File: src/rtl/axi_router_pkg.sv
// Shared definitions for the HP AXI burst router: response codes, FSM state
// encodings and a width helper.
package axi_router_pkg;

    localparam logic [1:0] RESP_OKAY   = 2'b00;
    localparam logic [1:0] RESP_DECERR = 2'b11;

    typedef enum logic [1:0] {
        W_IDLE = 2'd0,
        W_ADDR = 2'd1,
        W_DATA = 2'd2,
        W_RESP = 2'd3
    } wr_state_t;

    typedef enum logic [1:0] {
        R_IDLE = 2'd0,
        R_ADDR = 2'd1,
        R_DATA = 2'd2,
        R_ERR  = 2'd3
    } rd_state_t;

    function automatic int clog2(input int value);
        int result;
        int v;
        result = 0;
        v = value - 1;
        while (v > 0) begin
            result = result + 1;
            v = v >> 1;
        end
        return result;
    endfunction

endpackage

File: src/rtl/hp_axi_router_rd.sv
// Read half of the HP AXI router: one outstanding AR burst, routed to the
// selected channel or answered locally with DECERR beats on a decode miss.
module hp_axi_router_rd
    import axi_router_pkg::*;
#(
    parameter int ADDR_WIDTH    = 48,
    parameter int CH_ADDR_WIDTH = 34,
    parameter int DATA_WIDTH    = 128,
    parameter int NUM_CH        = 2,
    parameter int SEL_LSB       = 34,
    parameter int SEL_W         = 1
) (
    input  logic                              clk,
    input  logic                              rstn,
    input  logic [ADDR_WIDTH-1:0]             s_araddr,
    input  logic [7:0]                        s_arlen,
    input  logic [2:0]                        s_arsize,
    input  logic [1:0]                        s_arburst,
    input  logic                              s_arvalid,
    output logic                              s_arready,
    input  logic                              s_rready,
    output logic                              s_rvalid,
    output logic [DATA_WIDTH-1:0]             s_rdata,
    output logic [1:0]                        s_rresp,
    output logic                              s_rlast,
    output logic [NUM_CH*CH_ADDR_WIDTH-1:0]   m_araddr,
    output logic [NUM_CH*8-1:0]               m_arlen,
    output logic [NUM_CH*3-1:0]               m_arsize,
    output logic [NUM_CH*2-1:0]               m_arburst,
    output logic [NUM_CH-1:0]                 m_arvalid,
    input  logic [NUM_CH-1:0]                 m_arready,
    output logic [NUM_CH-1:0]                 m_rready,
    input  logic [NUM_CH-1:0]                 m_rvalid,
    input  logic [NUM_CH*DATA_WIDTH-1:0]      m_rdata,
    input  logic [NUM_CH*2-1:0]               m_rresp,
    input  logic [NUM_CH-1:0]                 m_rlast
);

    localparam logic [SEL_W:0] CH_COUNT = (SEL_W+1)'(NUM_CH);

    rd_state_t                  rd_state;
    rd_state_t                  rd_next;
    logic [CH_ADDR_WIDTH-1:0]   ar_addr;
    logic [7:0]                 ar_len;
    logic [2:0]                 ar_size;
    logic [1:0]                 ar_burst;
    logic [SEL_W-1:0]           ar_sel;
    logic [7:0]                 beat_cnt;
    logic [SEL_W-1:0]           ar_sel_in;
    logic                       ar_hit_in;
    logic                       unused_ar_bits;

    assign ar_sel_in      = s_araddr[SEL_LSB +: SEL_W];
    assign ar_hit_in      = ({1'b0, ar_sel_in} < CH_COUNT);
    assign unused_ar_bits = &{1'b0, s_araddr};

    assign m_araddr  = {NUM_CH{ar_addr}};
    assign m_arlen   = {NUM_CH{ar_len}};
    assign m_arsize  = {NUM_CH{ar_size}};
    assign m_arburst = {NUM_CH{ar_burst}};

    // beat_cnt holds the remaining DECERR beats after the current one
    always_ff @(posedge clk) begin
        if (!rstn) begin
            rd_state <= R_IDLE;
            ar_addr  <= '0;
            ar_len   <= '0;
            ar_size  <= '0;
            ar_burst <= '0;
            ar_sel   <= '0;
            beat_cnt <= '0;
        end else begin
            rd_state <= rd_next;
            if (s_arvalid && s_arready) begin
                ar_addr  <= s_araddr[CH_ADDR_WIDTH-1:0];
                ar_len   <= s_arlen;
                ar_size  <= s_arsize;
                ar_burst <= s_arburst;
                ar_sel   <= ar_sel_in;
                beat_cnt <= s_arlen;
            end else if (rd_state == R_ERR && s_rready && beat_cnt != 8'd0) begin
                beat_cnt <= beat_cnt - 8'd1;
            end
        end
    end

    always_comb begin
        rd_next   = rd_state;
        s_arready = 1'b0;
        s_rvalid  = 1'b0;
        s_rdata   = '0;
        s_rresp   = RESP_OKAY;
        s_rlast   = 1'b0;
        m_arvalid = '0;
        m_rready  = '0;
        if (rstn) begin
            case (rd_state)
                R_IDLE: begin
                    s_arready = 1'b1;
                    if (s_arvalid) rd_next = ar_hit_in ? R_ADDR : R_ERR;
                end
                R_ADDR: begin
                    m_arvalid[ar_sel] = 1'b1;
                    if (m_arready[ar_sel]) rd_next = R_DATA;
                end
                R_DATA: begin
                    s_rvalid          = m_rvalid[ar_sel];
                    s_rdata           = m_rdata[ar_sel*DATA_WIDTH +: DATA_WIDTH];
                    s_rresp           = m_rresp[ar_sel*2 +: 2];
                    s_rlast           = m_rlast[ar_sel];
                    m_rready[ar_sel]  = s_rready;
                    if (s_rvalid && s_rready && s_rlast) rd_next = R_IDLE;
                end
                R_ERR: begin
                    s_rvalid = 1'b1;
                    s_rresp  = RESP_DECERR;
                    s_rlast  = (beat_cnt == 8'd0);
                    if (s_rready && s_rlast) rd_next = R_IDLE;
                end
                default: rd_next = R_IDLE;
            endcase
        end
    end

endmodule

File: src/rtl/hp_axi_router.sv
// AXI4 1-to-N burst router: the channel is chosen by an address field, write
// and read paths run independently with one outstanding burst each.
module hp_axi_router
    import axi_router_pkg::*;
#(
    parameter int ADDR_WIDTH    = 48,
    parameter int CH_ADDR_WIDTH = 34,
    parameter int DATA_WIDTH    = 128,
    parameter int NUM_CH        = 2,
    parameter int SEL_LSB       = 34
) (
    input  logic                              clk,
    input  logic                              rstn,
    input  logic [ADDR_WIDTH-1:0]             s_awaddr,
    input  logic [7:0]                        s_awlen,
    input  logic [2:0]                        s_awsize,
    input  logic [1:0]                        s_awburst,
    input  logic                              s_awvalid,
    output logic                              s_awready,
    input  logic [DATA_WIDTH-1:0]             s_wdata,
    input  logic [DATA_WIDTH/8-1:0]           s_wstrb,
    input  logic                              s_wlast,
    input  logic                              s_wvalid,
    output logic                              s_wready,
    output logic                              s_bvalid,
    output logic [1:0]                        s_bresp,
    input  logic                              s_bready,
    input  logic [ADDR_WIDTH-1:0]             s_araddr,
    input  logic [7:0]                        s_arlen,
    input  logic [2:0]                        s_arsize,
    input  logic [1:0]                        s_arburst,
    input  logic                              s_arvalid,
    output logic                              s_arready,
    output logic                              s_rvalid,
    output logic [DATA_WIDTH-1:0]             s_rdata,
    output logic [1:0]                        s_rresp,
    output logic                              s_rlast,
    input  logic                              s_rready,
    output logic [NUM_CH*CH_ADDR_WIDTH-1:0]   m_awaddr,
    output logic [NUM_CH*8-1:0]               m_awlen,
    output logic [NUM_CH*3-1:0]               m_awsize,
    output logic [NUM_CH*2-1:0]               m_awburst,
    output logic [NUM_CH-1:0]                 m_awvalid,
    input  logic [NUM_CH-1:0]                 m_awready,
    output logic [NUM_CH*DATA_WIDTH-1:0]      m_wdata,
    output logic [NUM_CH*DATA_WIDTH/8-1:0]    m_wstrb,
    output logic [NUM_CH-1:0]                 m_wlast,
    output logic [NUM_CH-1:0]                 m_wvalid,
    input  logic [NUM_CH-1:0]                 m_wready,
    input  logic [NUM_CH-1:0]                 m_bvalid,
    input  logic [NUM_CH*2-1:0]               m_bresp,
    output logic [NUM_CH-1:0]                 m_bready,
    output logic [NUM_CH*CH_ADDR_WIDTH-1:0]   m_araddr,
    output logic [NUM_CH*8-1:0]               m_arlen,
    output logic [NUM_CH*3-1:0]               m_arsize,
    output logic [NUM_CH*2-1:0]               m_arburst,
    output logic [NUM_CH-1:0]                 m_arvalid,
    input  logic [NUM_CH-1:0]                 m_arready,
    input  logic [NUM_CH-1:0]                 m_rvalid,
    input  logic [NUM_CH*DATA_WIDTH-1:0]      m_rdata,
    input  logic [NUM_CH*2-1:0]               m_rresp,
    input  logic [NUM_CH-1:0]                 m_rlast,
    output logic [NUM_CH-1:0]                 m_rready
);

    localparam int              SEL_W    = (NUM_CH > 1) ? clog2(NUM_CH) : 1;
    localparam logic [SEL_W:0]  CH_COUNT = (SEL_W+1)'(NUM_CH);

    wr_state_t                  wr_state;
    wr_state_t                  wr_next;
    logic [CH_ADDR_WIDTH-1:0]   aw_addr;
    logic [7:0]                 aw_len;
    logic [2:0]                 aw_size;
    logic [1:0]                 aw_burst;
    logic [SEL_W-1:0]           aw_sel;
    logic                       aw_hit;
    logic [SEL_W-1:0]           aw_sel_in;
    logic                       aw_hit_in;
    logic                       unused_aw_bits;

    assign aw_sel_in      = s_awaddr[SEL_LSB +: SEL_W];
    assign aw_hit_in      = ({1'b0, aw_sel_in} < CH_COUNT);
    assign unused_aw_bits = &{1'b0, s_awaddr};

    // Address, attributes and write beats are broadcast; only valid/ready are steered
    assign m_awaddr  = {NUM_CH{aw_addr}};
    assign m_awlen   = {NUM_CH{aw_len}};
    assign m_awsize  = {NUM_CH{aw_size}};
    assign m_awburst = {NUM_CH{aw_burst}};
    assign m_wdata   = {NUM_CH{s_wdata}};
    assign m_wstrb   = {NUM_CH{s_wstrb}};
    assign m_wlast   = {NUM_CH{s_wlast}};

    always_ff @(posedge clk) begin
        if (!rstn) begin
            wr_state <= W_IDLE;
            aw_addr  <= '0;
            aw_len   <= '0;
            aw_size  <= '0;
            aw_burst <= '0;
            aw_sel   <= '0;
            aw_hit   <= 1'b0;
        end else begin
            wr_state <= wr_next;
            if (s_awvalid && s_awready) begin
                aw_addr  <= s_awaddr[CH_ADDR_WIDTH-1:0];
                aw_len   <= s_awlen;
                aw_size  <= s_awsize;
                aw_burst <= s_awburst;
                aw_sel   <= aw_sel_in;
                aw_hit   <= aw_hit_in;
            end
        end
    end

    // A decode miss skips W_ADDR and sinks the data beats before a DECERR response
    always_comb begin
        wr_next   = wr_state;
        s_awready = 1'b0;
        s_wready  = 1'b0;
        s_bvalid  = 1'b0;
        s_bresp   = RESP_OKAY;
        m_awvalid = '0;
        m_wvalid  = '0;
        m_bready  = '0;
        if (rstn) begin
            case (wr_state)
                W_IDLE: begin
                    s_awready = 1'b1;
                    if (s_awvalid) wr_next = aw_hit_in ? W_ADDR : W_DATA;
                end
                W_ADDR: begin
                    m_awvalid[aw_sel] = 1'b1;
                    if (m_awready[aw_sel]) wr_next = W_DATA;
                end
                W_DATA: begin
                    if (aw_hit) begin
                        m_wvalid[aw_sel] = s_wvalid;
                        s_wready         = m_wready[aw_sel];
                    end else begin
                        s_wready = 1'b1;
                    end
                    if (s_wvalid && s_wready && s_wlast) wr_next = W_RESP;
                end
                W_RESP: begin
                    if (aw_hit) begin
                        s_bvalid         = m_bvalid[aw_sel];
                        s_bresp          = m_bresp[aw_sel*2 +: 2];
                        m_bready[aw_sel] = s_bready;
                    end else begin
                        s_bvalid = 1'b1;
                        s_bresp  = RESP_DECERR;
                    end
                    if (s_bvalid && s_bready) wr_next = W_IDLE;
                end
                default: wr_next = W_IDLE;
            endcase
        end
    end

    hp_axi_router_rd #(
        .ADDR_WIDTH    (ADDR_WIDTH),
        .CH_ADDR_WIDTH (CH_ADDR_WIDTH),
        .DATA_WIDTH    (DATA_WIDTH),
        .NUM_CH        (NUM_CH),
        .SEL_LSB       (SEL_LSB),
        .SEL_W         (SEL_W)
    ) u_rd (
        .clk       (clk),
        .rstn      (rstn),
        .s_araddr  (s_araddr),
        .s_arlen   (s_arlen),
        .s_arsize  (s_arsize),
        .s_arburst (s_arburst),
        .s_arvalid (s_arvalid),
        .s_arready (s_arready),
        .s_rready  (s_rready),
        .s_rvalid  (s_rvalid),
        .s_rdata   (s_rdata),
        .s_rresp   (s_rresp),
        .s_rlast   (s_rlast),
        .m_araddr  (m_araddr),
        .m_arlen   (m_arlen),
        .m_arsize  (m_arsize),
        .m_arburst (m_arburst),
        .m_arvalid (m_arvalid),
        .m_arready (m_arready),
        .m_rready  (m_rready),
        .m_rvalid  (m_rvalid),
        .m_rdata   (m_rdata),
        .m_rresp   (m_rresp),
        .m_rlast   (m_rlast)
    );

endmodule

File: config.mk
export PLATFORM = sky130hd
export DESIGN_NAME = hp_axi_router
export DESIGN_NICKNAME = d
export VERILOG_FILES = /design/src/rtl/axi_router_pkg.sv /design/src/rtl/hp_axi_router_rd.sv /design/src/rtl/hp_axi_router.sv
export SDC_FILE = /design/constraint.sdc
export NUM_CORES = 1
export LEC_CHECK = 0
export CAP_MARGIN = 30
export CORE_AREA = 2 2 460 462
export CTS_CLUSTER_SIZE = 25
export DETAILED_ROUTE_END_ITERATION = 8
export DIE_AREA = 0 0 462 464
export DONT_BUFFER_PORTS = 1
export SLEW_MARGIN = 25
export SYNTH_ARGS = -nofsm -noshare
export SYNTH_HDL_FRONTEND = slang
export SYNTH_HIERARCHICAL = 1
export SYNTH_SLANG_ARGS = --single-unit
export TNS_END_PERCENT = 5
File: constraint.sdc
create_clock -name clk -period 2.4 [get_ports clk]
set_input_delay 0.24 -clock clk [delete_from_list [all_inputs] [get_ports clk]]
set_output_delay 0.24 -clock clk [all_outputs]
set_load 0.02 [all_outputs]
---- After elaboration in Yosys (flattened, before gate mapping) ----
Index checks and enable logic that the tools add are counted.
word-level totals
  output and inout port bits .............. 626
  register bits ........................... 109
cells by class
  add/subtract/negate cells ............... 1
  reductions and logical operators ........ 19
  shift-type cells ........................ 3
  order comparisons ....................... 4
  bitwise operators ....................... 3
  eq/ne operators ......................... 14
  muxes and demuxes ....................... 65
operators by type and width
  kind                                                                          count
  128-bit two-way mux                                                           2
  256-bit by 9-bit indexed part select with 128-bit output                      1
  2-bit two-way mux                                                             24
  1-bit two-way mux                                                             30
  8-bit two-way mux                                                             2
  2-bit one-hot mux with 4 select lines                                         2
  1-bit logical AND                                                             12
  2-bit != test, second input constant                                          6
  2-bit == test, second input constant                                          4
  8-bit zero test                                                               1
  4-bit AND reduction                                                           2
  8-bit nonzero test                                                            1
  4-bit by 3-bit indexed part select with 2-bit output                          2
  8-bit by 1-bit subtractor with 8-bit output, second input constant            1
  2-bit bitwise AND                                                             3
  2-bit by 1-bit == test with 1-bit output, second input constant               2
  2-bit zero test                                                               2
  1-bit by 2-bit less-than comparator with 1-bit output, second input constant  2
  2-bit by 1-bit != test with 1-bit output, second input constant               2
  1-bit one-hot mux with 2 select lines                                         2
  2-bit one-hot mux with 2 select lines                                         1
  1-bit demux with 1-bit select                                                 2
  1-bit >= comparator, second input constant                                    2
  2-bit nonzero test                                                            1

---- Depth between registers and ports, before layout ----
  depth in word-level cells ............... 9
  depth in mapped cells ................... 8
  gate-level depth less buffers ........... 6

---- Modules after synthesis ----
The synthesis kept the hierarchy.
by module, submodules not included
  module            times used  cells an instance  area an instance (µm²)
  hp_axi_router_rd  1           644                4660.7
  hp_axi_router     1           597                4555.6

---- Worst setup path before layout ----
Ideal clock, no wire load.
  kind .................................... reg-to-output
  start ................................... reg u_rd.rd_state[1]
  end ..................................... out s_rdata[100]
  setup slack ............................. 0.591 ns
  stages on the path, launching flop included .. 7
  path buffers ............................ 3
  data arrival time ....................... 1.569 ns
  path through ............................ dfxtp_1 > clkbuf_8 > nand2_1 > or2_2 > clkbuf_1 > clkbuf_1 > nor2_1
on the way
  longest elaborated chain between the ends .. 3
ends and longest elaborated chain
  what                    line                    RTL
  start, declared         hp_axi_router_rd.sv:41  rd_state_t rd_state;
  start signal, assigned  hp_axi_router_rd.sv:73  rd_state <= rd_next;
  2-bit == test           hp_axi_router_rd.sv:97  case (rd_state)
  128-bit two-way mux     hp_axi_router_rd.sv:97
  128-bit two-way mux     hp_axi_router_rd.sv:96  if (rstn) begin
  end, declared           hp_axi_router.sv:35     output logic [DATA_WIDTH-1:0] s_rdata,
Every way passes these cells.

---- Worst setup path after layout ----
  start ................................... reg u_rd.ar_sel
  end ..................................... out s_rdata[3]
on the way
  longest elaborated chain between the ends .. 3
ends and longest elaborated chain
  what                                                      line                     RTL
  start, declared                                           hp_axi_router_rd.sv:47   logic [SEL_W-1:0] ar_sel;
  start signal, assigned                                    hp_axi_router_rd.sv:79   ar_sel <= ar_sel_in;
  256-bit by 9-bit indexed part select with 128-bit output  hp_axi_router_rd.sv:108  s_rdata = m_rdata[ar_sel*DATA_WIDTH +: DATA_WIDTH];
  128-bit two-way mux                                       hp_axi_router_rd.sv:97
  128-bit two-way mux                                       hp_axi_router_rd.sv:96
Every way passes these cells.

==> key figures <==
STA
  – Period minus WS final: 2310 ps
  – Slew @ Worst Pin: 867 ps
  – Final setup violating endpoints: 0
  – RSZ-0062 raised after global routing: yes
  – Fmax: 432 MHz
  – Final hold vios: 0
  – Clock Skew: 16.3 ps
  – Final Max Slew Viols: 0
  – Tcrit/Tclk final: 0.964
  – Final hold slack: 21.1 ps
  – Slew headroom: 0.421

Critical path
  – R2r worst-path depth: 4
  – WS Path Type: flip-flop to primary output
  – Max stage delay on crit path: 420 ps
  – CP startpoint: u_rd/ar_sel
  – Worst reg-to-reg setup slack: 400 ps
  – Slowest CP cell: dfxtp_4
  – Reg2reg start: aw_sel
  – Worst setup EP type: primary output
  – CP required: 2160 ps
  – CP Max Fanout: 47
  – CP Capture Point: s_rdata[3]
  – Critical path arrival: 2070 ps
  – FF-to-FF End: wr_state[0]
  – Crit start category: flip-flop
  – Cell breakdown of the critical path: buf_12 > buf_16 > mux2i_2 > nor2_1 > buf_4

Run
  – Maxcap violations: 0

Pwr
  – Pleak: 3.76 nW
  – Worst VDD drop: 465 uV
  – Pwr dens: 566 nW/um2

CTS
  – Reg clk slew, reported paths: 100 ps
  – CTS max path bufs: 2
  – Htree depth: 3
  – Clock root buffer: clkbuf_16
  – Number of clock sinks: 109
  – Clk_lat worst skew: 390 ps
  – CTS tree: done
  – Total CTS buffers: 9

Global route
  – First-pass GRT wire length: 166 mm
  – Initial antenna violation count: 99
  – Largest net degree at the start of global routing: 76
  – Grt ovf: 0
  – Vias in the first global route: 7891
  – Gr usage total: 0.133

Detailed routing
  – WL final: 149 mm
  – Initial drt markers: 603
  – Final antenna-violating net count: 0
  – Via count: 8445
  – Vias per Instance: 2.15
  – DRC Markers: 0
  – Drt first pass iters: 5
  – Drt wl/cell: 38.0 um

Layout
  – Non-Filler Instances: 3921
  – Synth-to-Final Area Change: 42.2%
  – Share of cells above drive strength 1: 0.222
  – Final core utilization: 0.0626
  – Total Nets Final: 1612

Synth
  – Mean Syn Cell Area: 7.43 um2
  – Synth async-reset ratio: 0
  – Post-synth EDFFs: 0
  – Yosys reg bits: 109
  – Library cells used by synthesis: 50
  – Area of the mapped netlist: 9220 um2
  – Yosys warnings: 6
  – Synth area leader: buf_4
  – Synthesized instance count: 1241
  – Synth Net Count: 1798
  – Share of the synthesized area in the top cell type: 0.318
  – Predominant post-synthesis flop cell: dfxtp_1
  – Synth top area cells: buf_4 (32%), dfxtp_1 (24%), mux2i_1 (15%)
  – Register area share after synthesis: 0.237

Placed design
  – Port Buf Inserts: 0
  – Routability Congestion: 0.828
  – Dpl cells: 3760
  – DP Wirelength: 140 mm

Floorplan
  – Initial Utilization: 0.0441
  – Core region area: 209000 um2
  – Die width: 462 um
  – # IOs: 1176
  – Full die area: 214000 um2
  – DIE HEIGHT: 464 um
  – # rows: 168

Worst hold path
  – HP Class: primary input to flip-flop

Status
  – Outcome: finished, final reports clean
power breakdown:
group          total (W)  internal, W  switching (W)
clock            0.00172     0.000861       0.000855
combinational    0.00225     0.000836        0.00142
sequential       0.00344      0.00208        0.00136
routing by layer:
| metal | share of wire | wire length, um | track usage | vias up |
|---|---|---|---|---|
| met3 | 0.27 | 40800 | 0.166 | 234 |
| met2 | 0.42 | 63000 | 0.198 | 1015 |
| met1 | 0.27 | 40700 | 0.109 | 3798 |
| met4 | 0.023 | 3470 | 0.0275 | 72 |
| met5 | 0.0054 | 799 | 0.00430 | - |
| li1 | - | - | - | 3326 |
critical path: cells and delay by family (launching register included):
kind	cells	cell delay, ps
buffers and inverters	3	740
DFF	1	420
muxes	1	320
and+or+nand+nor	1	80
stage by stage:
stage | TNS (ps) | setup WS [ps] | instance area (um2) | total power (W)
after floorplan | 0 | 591 | 9220 | 0.00506
after global placement | -1650 | -397 | 11600 | 0.00565
after detailed placement | -196 | -103 | 11700 | 0.00569
after CTS | -338 | -117 | 12900 | 0.00765
after global routing | -44.5 | -19.5 | 13000 | 0.00782
final | 0 | 86.3 | 13100 | 0.00741
placed cells by master (no fill, tap or decap), types with 7 or more instances in the layout:
| cell type | count |
|---|---|
| dlygate4sd3_1 | 89 |
| nor2_1 | 121 |
| buf_4 | 105 |
| nand2_1 | 206 |
| ha_1 | 7 |
| clkbuf_16 | 9 |
| mux2i_1 | 128 |
| o21ai_1 | 48 |
| diode_2 | 56 |
| a21oi_1 | 59 |
| buf_12 | 61 |
| nor2_2 | 25 |
| dfxtp_1 | 107 |
| nand3_1 | 8 |
logic make-up after synthesis:
group	Yosys count	synth area share
buffers and inverters	462	0.352
and+or+nand+nor	386	0.167
muxes	138	0.150
AOI/OAI and AO/OA	137	0.0827
DFF	109	0.237
adders and majority gates	7	0.00950
xor gates and xnor gates	2	0.00190
synth_stat cells (all sizes together) (2+ instances only):
cell,count
a31oi,4
ha,7
o21ai,54
buf,408
a211oi,4
nor3b,3
o311ai,2
o211ai,3
a21oi,59
a21boi,2
and3,5
nand4,2
nand2,207
nor3,2
nor2b,4
dfxtp,109
clkbuf,47
mux2i,137
inv,6
nor2,147
nand3,8
worst min-delay path by stage:
stage / start / to / slack [ps] / cells past startpoint
finish: s_araddr[28] / u_rd/ar_addr[28] / 20 / 2
global route: s_araddr[25] / u_rd/ar_addr[25] / 5 / 2
CTS: s_araddr[25] / u_rd/ar_addr[25] / 0.05 / 2
detailed placement: s_awaddr[5] / aw_addr[5] / 360 / 2
global placement: s_awaddr[34] / aw_sel / 370 / 2
floorplan: s_awaddr[0] / aw_addr[0] / 350 / 2
state kept, by name, summed over array words and instances, names as in the netlist, 2 cells and up:
register       cells
u_rd/ar_size       3
u_rd/ar_addr      34
u_rd/ar_len        8
u_rd/beat_cnt      8
aw_burst           2
u_rd/ar_burst      2
aw_len             8
wr_state           2
aw_addr           34
u_rd/rd_state      2
aw_size            3
final cells by class:
cell class              count  area, um2
well taps                2805       3510
multi-input cells         670       3950
diodes                     56        140
inverters                   7       26.3
clock inverters             7        113
clock buffers               9        225
flip-flops and latches    109       2190
fillers                 24547     196000
repair buffers            258       2950
timing repair:
| item | in CTS | in global routing |
|---|---|---|
| endpoints found under the setup margin | 8 | 11 |
| resized for setup | 4 | 9 |
| hold endpoints to repair | 89 | 0 |
| buffers inserted | 0 | 0 |
| hold buffers | 89 | 0 |
No activity file was read; power rests on OpenSTA's default activity.
